## config.mk

```make
export PLATFORM = sky130hd
export DESIGN_NAME = sd_rom_loader
export DESIGN_NICKNAME = d
export VERILOG_FILES = /design/src/rtl/sd_loader_pkg.sv /design/src/rtl/sd_strobe_edge.sv /design/src/rtl/sd_rom_loader.sv
export SDC_FILE = /design/constraint.sdc
export NUM_CORES = 1
export LEC_CHECK = 0
export ABC_AREA = 1
export BUFFER_PORTS_ARGS = -buffer_cell sky130_fd_sc_hd__buf_2
export CAP_MARGIN = 10
export CORE_MARGIN = 4
export CORE_UTILIZATION = 35
export DETAILED_ROUTE_END_ITERATION = 8
export SYNTH_ARGS = -nofsm -noshare
export SYNTH_HDL_FRONTEND = slang
export SYNTH_HIERARCHICAL = 1
export SYNTH_SLANG_ARGS = --single-unit
```

## constraint.sdc

```tcl
create_clock -name clk -period 7.8 [get_ports clk]
set_clock_uncertainty 0.1 [all_clocks]
set_input_delay 0.78 -clock clk [delete_from_list [all_inputs] [get_ports clk]]
set_output_delay 0.78 -clock clk [all_outputs]
set_load 0.005 [all_outputs]
```

## src/rtl/sd_loader_pkg.sv

```systemverilog
// Shared definitions for the SD sector loader: FSM encoding and sector geometry.
package sd_loader_pkg;

    localparam int SECTOR_BYTES = 512;
    localparam int BYTE_CNT_W   = 10;

    typedef enum logic [2:0] {
        ST_IDLE,
        ST_WAIT_RDY,
        ST_ISSUE,
        ST_RECV,
        ST_CHECK,
        ST_DONE,
        ST_ERROR
    } state_t;

endpackage

```

## src/rtl/sd_strobe_edge.sv

```systemverilog
// Registers the SD controller's level byte strobe, flags its rising edge and holds
// the byte that was presented when the strobe rose.
module sd_strobe_edge (
    input  logic       clk,
    input  logic       reset,
    input  logic       strobe_i,
    input  logic [7:0] data_i,
    output logic       edge_o,
    output logic [7:0] data_o
);

    logic       level_q;
    logic       prev_q;
    logic [7:0] data_q;

    // NOTE: sequential state uses non-blocking assignments so every flop samples pre-edge values.
    always_ff @(posedge clk) begin
        if (reset) begin
            level_q <= 1'b0;
            prev_q  <= 1'b0;
            data_q  <= '0;
        end else begin
            level_q <= strobe_i;
            prev_q  <= level_q;
            if (strobe_i && !level_q) begin
                data_q <= data_i;
            end
        end
    end

    assign edge_o = level_q & ~prev_q;
    assign data_o = data_q;

endmodule

```

## src/rtl/sd_rom_loader.sv

```systemverilog
// Bulk sector-read sequencer: streams N SD sectors into cart RAM with per-sector retry.
// Optional SD_LOADER_CHECKSUM_EN adds a 16-bit running checksum output of written bytes.
module sd_rom_loader
    import sd_loader_pkg::*;
#(
    parameter int MEM_AW        = 17,
    parameter int MAX_RETRIES   = 3,
    parameter int READY_TIMEOUT = 1 << 24
) (
    input  logic              clk,
    input  logic              reset,
    input  logic              start,
    input  logic [31:0]       start_sector,
    input  logic [15:0]       num_sectors,
    output logic              busy,
    output logic              done,
    output logic              error,
    output logic              sd_rd,
    output logic [31:0]       sd_address,
    input  logic              sd_ready,
    input  logic              sd_byte_available,
    input  logic [7:0]        sd_dout,
    output logic              mem_we,
    output logic [MEM_AW-1:0] mem_addr,
    output logic [7:0]        mem_wdata
`ifdef SD_LOADER_CHECKSUM_EN
    ,
    output logic [15:0]       checksum
`endif
);

    localparam int TIMER_W = 25;
    localparam int RETRY_W = $clog2(MAX_RETRIES + 1);
    localparam logic [TIMER_W-1:0]    TIMEOUT_LAST = TIMER_W'(READY_TIMEOUT - 1);
    localparam logic [BYTE_CNT_W-1:0] FULL_SECTOR  = BYTE_CNT_W'(SECTOR_BYTES);
    localparam logic [RETRY_W-1:0]    RETRY_LIMIT  = RETRY_W'(MAX_RETRIES);

    state_t                state_q, state_d;
    logic [31:0]           start_sector_q, start_sector_d;
    logic [15:0]           num_sectors_q, num_sectors_d;
    logic [15:0]           sector_cnt_q, sector_cnt_d;
    logic [RETRY_W-1:0]    retry_q, retry_d;
    logic [BYTE_CNT_W-1:0] byte_cnt_q, byte_cnt_d;
    logic                  overflow_q, overflow_d;
    logic [MEM_AW-1:0]     addr_q, addr_d;
    logic [MEM_AW-1:0]     base_q, base_d;
    logic [TIMER_W-1:0]    timer_q, timer_d;
    logic                  error_q, error_d;
    logic [31:0]           sd_address_q, sd_address_d;
    logic                  we_q, we_d;
    logic [MEM_AW-1:0]     waddr_q, waddr_d;
    logic [7:0]            wdata_q, wdata_d;
    logic                  busy_q, done_q, sd_rd_q;
    logic                  byte_edge;
    logic [7:0]            byte_data;
    logic                  timeout;
`ifdef SD_LOADER_CHECKSUM_EN
    logic [15:0]           sum_q, sum_d, sec_sum_q, sec_sum_d;
`endif

    sd_strobe_edge u_strobe (
        .clk      (clk),
        .reset    (reset),
        .strobe_i (sd_byte_available),
        .data_i   (sd_dout),
        .edge_o   (byte_edge),
        .data_o   (byte_data)
    );

    assign timeout = (timer_q == TIMEOUT_LAST);

    // NOTE: every next-state signal gets a default first so no path leaves it unassigned (no latches).
    always_comb begin
        state_d        = state_q;
        start_sector_d = start_sector_q;
        num_sectors_d  = num_sectors_q;
        sector_cnt_d   = sector_cnt_q;
        retry_d        = retry_q;
        byte_cnt_d     = byte_cnt_q;
        overflow_d     = overflow_q;
        addr_d         = addr_q;
        base_d         = base_q;
        error_d        = error_q;
        sd_address_d   = sd_address_q;
        we_d           = 1'b0;
        waddr_d        = waddr_q;
        wdata_d        = wdata_q;
        timer_d        = timer_q + TIMER_W'(1);
`ifdef SD_LOADER_CHECKSUM_EN
        sum_d          = sum_q;
        sec_sum_d      = sec_sum_q;
`endif
        case (state_q)
            ST_IDLE: begin
                if (start) begin
                    start_sector_d = start_sector;
                    num_sectors_d  = num_sectors;
                    error_d        = 1'b0;
                    sector_cnt_d   = '0;
                    retry_d        = '0;
                    byte_cnt_d     = '0;
                    overflow_d     = 1'b0;
                    addr_d         = '0;
                    base_d         = '0;
`ifdef SD_LOADER_CHECKSUM_EN
                    sum_d          = '0;
                    sec_sum_d      = '0;
`endif
                    state_d = (num_sectors == 16'd0) ? ST_DONE : ST_WAIT_RDY;
                end
            end
            ST_WAIT_RDY: begin
                if (sd_ready) begin
                    sd_address_d = start_sector_q + 32'(sector_cnt_q);
                    state_d      = ST_ISSUE;
                end else if (timeout) begin
                    state_d = ST_ERROR;
                end
            end
            ST_ISSUE: begin
                if (!sd_ready) begin
                    state_d = ST_RECV;
                end else if (timeout) begin
                    state_d = ST_ERROR;
                end
            end
            ST_RECV: begin
                if (byte_edge) begin
                    timer_d = '0;
                    // Surplus bytes are dropped and turn the sector into a failed read.
                    if (byte_cnt_q == FULL_SECTOR) begin
                        overflow_d = 1'b1;
                    end else begin
                        we_d       = 1'b1;
                        waddr_d    = addr_q;
                        wdata_d    = byte_data;
                        addr_d     = addr_q + 1'b1;
                        byte_cnt_d = byte_cnt_q + 1'b1;
`ifdef SD_LOADER_CHECKSUM_EN
                        sum_d      = sum_q + 16'(byte_data);
                        sec_sum_d  = sec_sum_q + 16'(byte_data);
`endif
                    end
                end
                if (sd_ready) begin
                    state_d = ST_CHECK;
                end else if (timeout && !byte_edge) begin
                    state_d = ST_ERROR;
                end
            end
            ST_CHECK: begin
                byte_cnt_d = '0;
                overflow_d = 1'b0;
`ifdef SD_LOADER_CHECKSUM_EN
                sec_sum_d  = '0;
`endif
                if (byte_cnt_q == FULL_SECTOR && !overflow_q) begin
                    sector_cnt_d = sector_cnt_q + 16'd1;
                    retry_d      = '0;
                    base_d       = addr_q;
                    state_d      = (sector_cnt_q + 16'd1 == num_sectors_q) ? ST_DONE : ST_WAIT_RDY;
                end else begin
                    addr_d  = base_q;
                    retry_d = retry_q + RETRY_W'(1);
`ifdef SD_LOADER_CHECKSUM_EN
                    sum_d   = sum_q - sec_sum_q;
`endif
                    state_d = (retry_q + RETRY_W'(1) == RETRY_LIMIT) ? ST_ERROR : ST_WAIT_RDY;
                end
            end
            ST_DONE: begin
                state_d = ST_IDLE;
            end
            ST_ERROR: begin
                error_d = 1'b1;
                state_d = ST_IDLE;
            end
            default: begin
                state_d = ST_IDLE;
            end
        endcase
        if (state_d != state_q) begin
            timer_d = '0;
        end
    end

    always_ff @(posedge clk) begin
        if (reset) begin
            state_q        <= ST_IDLE;
            start_sector_q <= '0;
            num_sectors_q  <= '0;
            sector_cnt_q   <= '0;
            retry_q        <= '0;
            byte_cnt_q     <= '0;
            overflow_q     <= 1'b0;
            addr_q         <= '0;
            base_q         <= '0;
            timer_q        <= '0;
            error_q        <= 1'b0;
            sd_address_q   <= '0;
            we_q           <= 1'b0;
            waddr_q        <= '0;
            wdata_q        <= '0;
            busy_q         <= 1'b0;
            done_q         <= 1'b0;
            sd_rd_q        <= 1'b0;
`ifdef SD_LOADER_CHECKSUM_EN
            sum_q          <= '0;
            sec_sum_q      <= '0;
`endif
        end else begin
            state_q        <= state_d;
            start_sector_q <= start_sector_d;
            num_sectors_q  <= num_sectors_d;
            sector_cnt_q   <= sector_cnt_d;
            retry_q        <= retry_d;
            byte_cnt_q     <= byte_cnt_d;
            overflow_q     <= overflow_d;
            addr_q         <= addr_d;
            base_q         <= base_d;
            timer_q        <= timer_d;
            error_q        <= error_d;
            sd_address_q   <= sd_address_d;
            we_q           <= we_d;
            waddr_q        <= waddr_d;
            wdata_q        <= wdata_d;
            // Status lags state by one cycle so busy drops exactly when done or error rises.
            busy_q         <= (state_d != ST_IDLE);
            done_q         <= (state_q == ST_DONE);
            sd_rd_q        <= (state_d == ST_ISSUE);
`ifdef SD_LOADER_CHECKSUM_EN
            sum_q          <= sum_d;
            sec_sum_q      <= sec_sum_d;
`endif
        end
    end

    assign busy       = busy_q;
    assign done       = done_q;
    assign error      = error_q;
    assign sd_rd      = sd_rd_q;
    assign sd_address = sd_address_q;
    assign mem_we     = we_q;
    assign mem_addr   = waddr_q;
    assign mem_wdata  = wdata_q;
`ifdef SD_LOADER_CHECKSUM_EN
    assign checksum   = sum_q;
`endif

endmodule

```

==> results.ini <==
[floorplan]
dieArea_um2 = 32600
die_h_um = 181
core_area_um2 = 29000
initial_core_util_pct = 35.9
ios = 123
die-width_um = 181
rows = 62

[timing]
setup_violations = 0
worst_pin_slew_ns = 1.15
fin_crit_sh_pct = 41.2
slew_headroom_pct = 22.9
fmax_mhz = 311
period_minus_slack_ns = 3.21
setup_ws_ns = 4.59
finalMaxSlewViolations = 0
rsz0062_at_grt = false
hold_viol_final = 0
finalSetupTns_ns = 0

[cells_and_area]
fill_cells = 3089
fin_nets = 1679
antenna_cells = 0
drive_gt1_share_pct = 14.6
utilization_pct = 42.2
syn_to_final_growth_pct = 17.6

[pwr]
powerDensity_nw_per_um2 = 220
peakVddDrop_mv = 0.140
cellLeakagePower_uw = 0.00536

[routing]
totalWireLength_mm = 27.7
wire_per_inst_um = 13.9
ant_nets = 0
drc = 0
vias = 9890
routed_via_density = 4.95
drt_iter0_drc = 633
first_pass_iters = 6

[cts]
root_buffer = clkbuf_16
path_clk_slew_ns = 0.06
clk_latency_ns = 0.53
numCtsBuffers = 26
cts_resized = 0
cts_sinks = 211
h-tree-depth = 1
cts_setup_buffers = 0
cts_tree = built
clockBufferDepth = 3
holdBufCountCts = 0

[worst_setup_path]
arrival_ns = 3.57
cp_max_fo = 23
r2r-end = byte_cnt_q[9]
r2r_start = state_q[2]
crit_type = register to register
crit_path_start_kind = register
end_kind = register
worstPathRequired_ns = 8.15
ff2ff_path_depth = 13
r2r_setup_slack_ns = 4.59

[logic_synthesis]
ys_ff_latch = 211
synth_top_area_cell = dfxtp_1
netlist_instances = 1493
yosysWarnings = 6
yosysTopAreaCellShare_pct = 40.5
syn_nets = 1577
synthDistinctLibCells = 49
syn_area_per_cell_um2 = 6.98
synthTopCellsByArea = dfxtp_1 41%, nand2_1 9.3%, nor2_1 7.8%, o21ai_0 6.2%, inv_1 5.9%
ys_seq_area_share_pct = 40.5
syn-cell-area_um2 = 10400

[place]
gp_congestion = 0.888
portBuffers = 122
dp_worst_setup_slack_ns = 4.31
hpwl_mm = 20.1

[hold_path]
min_path_cells = 1
min_from = timer_q[0]
worstHoldEndpoint = timer_q[0]
min_path_type = register to register

[global_routing]
grt_pass1_wl_mm = 46.0
grt_pass1_vias = 9382
grt_overflow = 0
grt_max_degree = 68
antenna_found_initial = 0
grt.total_usage_pct = 16.5

[job]
maxCapViolations = 0

[outcome]
outcome = finished clean

## critical path: stages, from the launching register on
cell and delay (ns):
dfxtp_1 0.36, inv_2 0.16, nand3_2 0.19, inv_2 0.31, o21ai_0 0.22, nand2_1 0.10, nand2_1 0.42, inv_2 0.50
nand3_1 0.16, nor2_1 0.22, nand3_1 0.12, inv_1 0.09, a21oi_1 0.06, nor3_1 0.13
## metrics by stage
stage,total power (uW),hold WS (ns),std cells,cell area [um2]
floorplan,1370,0.317,1493,10400
finish,2700,0.351,1998,12300
global placement,1460,0.323,1951,11300
global route,2820,0.355,1998,12300
CTS,2730,0.347,1998,12300
detailed placement,1460,0.338,1951,11300
## registers in the layout (all words and copies together) (netlist names), 2 cells and up
signal / flops
addr_q: 17
base_q: 17
byte_cnt_q: 10
mem_addr: 17
mem_wdata: 8
num_sectors_q: 16
retry_q: 2
sd_address: 32
sector_cnt_q: 16
start_sector_q: 32
state_q: 3
timer_q: 25
u_strobe/data_o: 8
## final cells by class
type                       instances  area, um2  share of cell area, %
clock inverter                    12        151                   1.24
sequential                       211       4220                   34.5
tap                              384        480                   3.92
clock buffer                      35        776                   6.33
inverter                         181        679                   5.54
multi-input combinational       1046       5280                   43.1
timing repair buffer             129        663                   5.41
## synthesized netlist by cell type (all sizes together)
cell / number
a2bb2oi: 1
xnor3: 1
dfxtp: 211
or2: 4
a21oi: 113
a31o: 2
buf: 13
a22oi: 14
nor3: 29
nor2: 244
nor4b: 1
a32oi: 1
nand3b: 4
a211oi: 3
a31oi: 4
nor4: 8
o211ai: 12
xnor2: 15
nand4: 23
clkbuf: 42
o221ai: 1
nor3b: 1
clkinv: 2
o21bai: 2
a21o: 2
o21ai: 131
nand3: 107
and2: 2
xor2: 24
o22ai: 4
fa: 1
ha: 22
inv: 179
a221oi: 7
nand2: 263
## routing by layer
layer | share of wire, % | track usage, % | vias to the layer above
met5 | 0 | 0 | -
met4 | 2.5 | 4.42 | 0
met3 | 4.3 | 2.12 | 46
met2 | 45 | 27.5 | 201
met1 | 48 | 22.7 | 4530
li1 | - | - | 5113
## where the power goes
group	switching, uW	internal (uW)	leakage (uW)
logic	174	90.4	0.00319
registers	40.7	1130	0.00172
clock network	465	795	0.000457
total	680	2020	0.00536
## placed cells by master, fill, tap and decap left out, drive strengths merged, types with 3 or more instances in the layout
cell / instances
a211oi: 3
a21oi: 113
a221oi: 7
a22oi: 14
a31oi: 4
buf: 129
bufinv: 3
clkbuf: 35
clkinv: 7
dfxtp: 211
ha: 22
inv: 181
nand2: 263
nand3: 107
nand3b: 4
nand4: 23
nor2: 244
nor3: 29
nor4: 8
o211ai: 12
o21ai: 131
o22ai: 4
or2: 4
xnor2: 15
xor2: 24
## kinds of logic after synthesis
kind of cell / after synthesis / synth area share (%)
AND/OR/NAND/NOR: 686 / 28.7
AO/OA/AOI/OAI: 297 / 15.6
buffers and inverters: 236 / 8.80
flip-flops: 211 / 40.5
XOR/XNOR: 40 / 3.49
adder cells (fa/ha/maj): 23 / 2.83
## worst max path at each step
stage	start	end	slack (ns)	cells past startpoint
final	state_q[2]	byte_cnt_q[9]	4.59	13
after CTS	state_q[2]	byte_cnt_q[9]	4.59	13
after global routing	state_q[2]	byte_cnt_q[9]	4.19	13
after global placement	reset	timer_q[2]	4.36	8
after floorplan	sector_cnt_q[0]	sd_address[30]	5.16	16
after detailed placement	reset	timer_q[24]	4.31	8
Power figures use the tool's default switching activity.
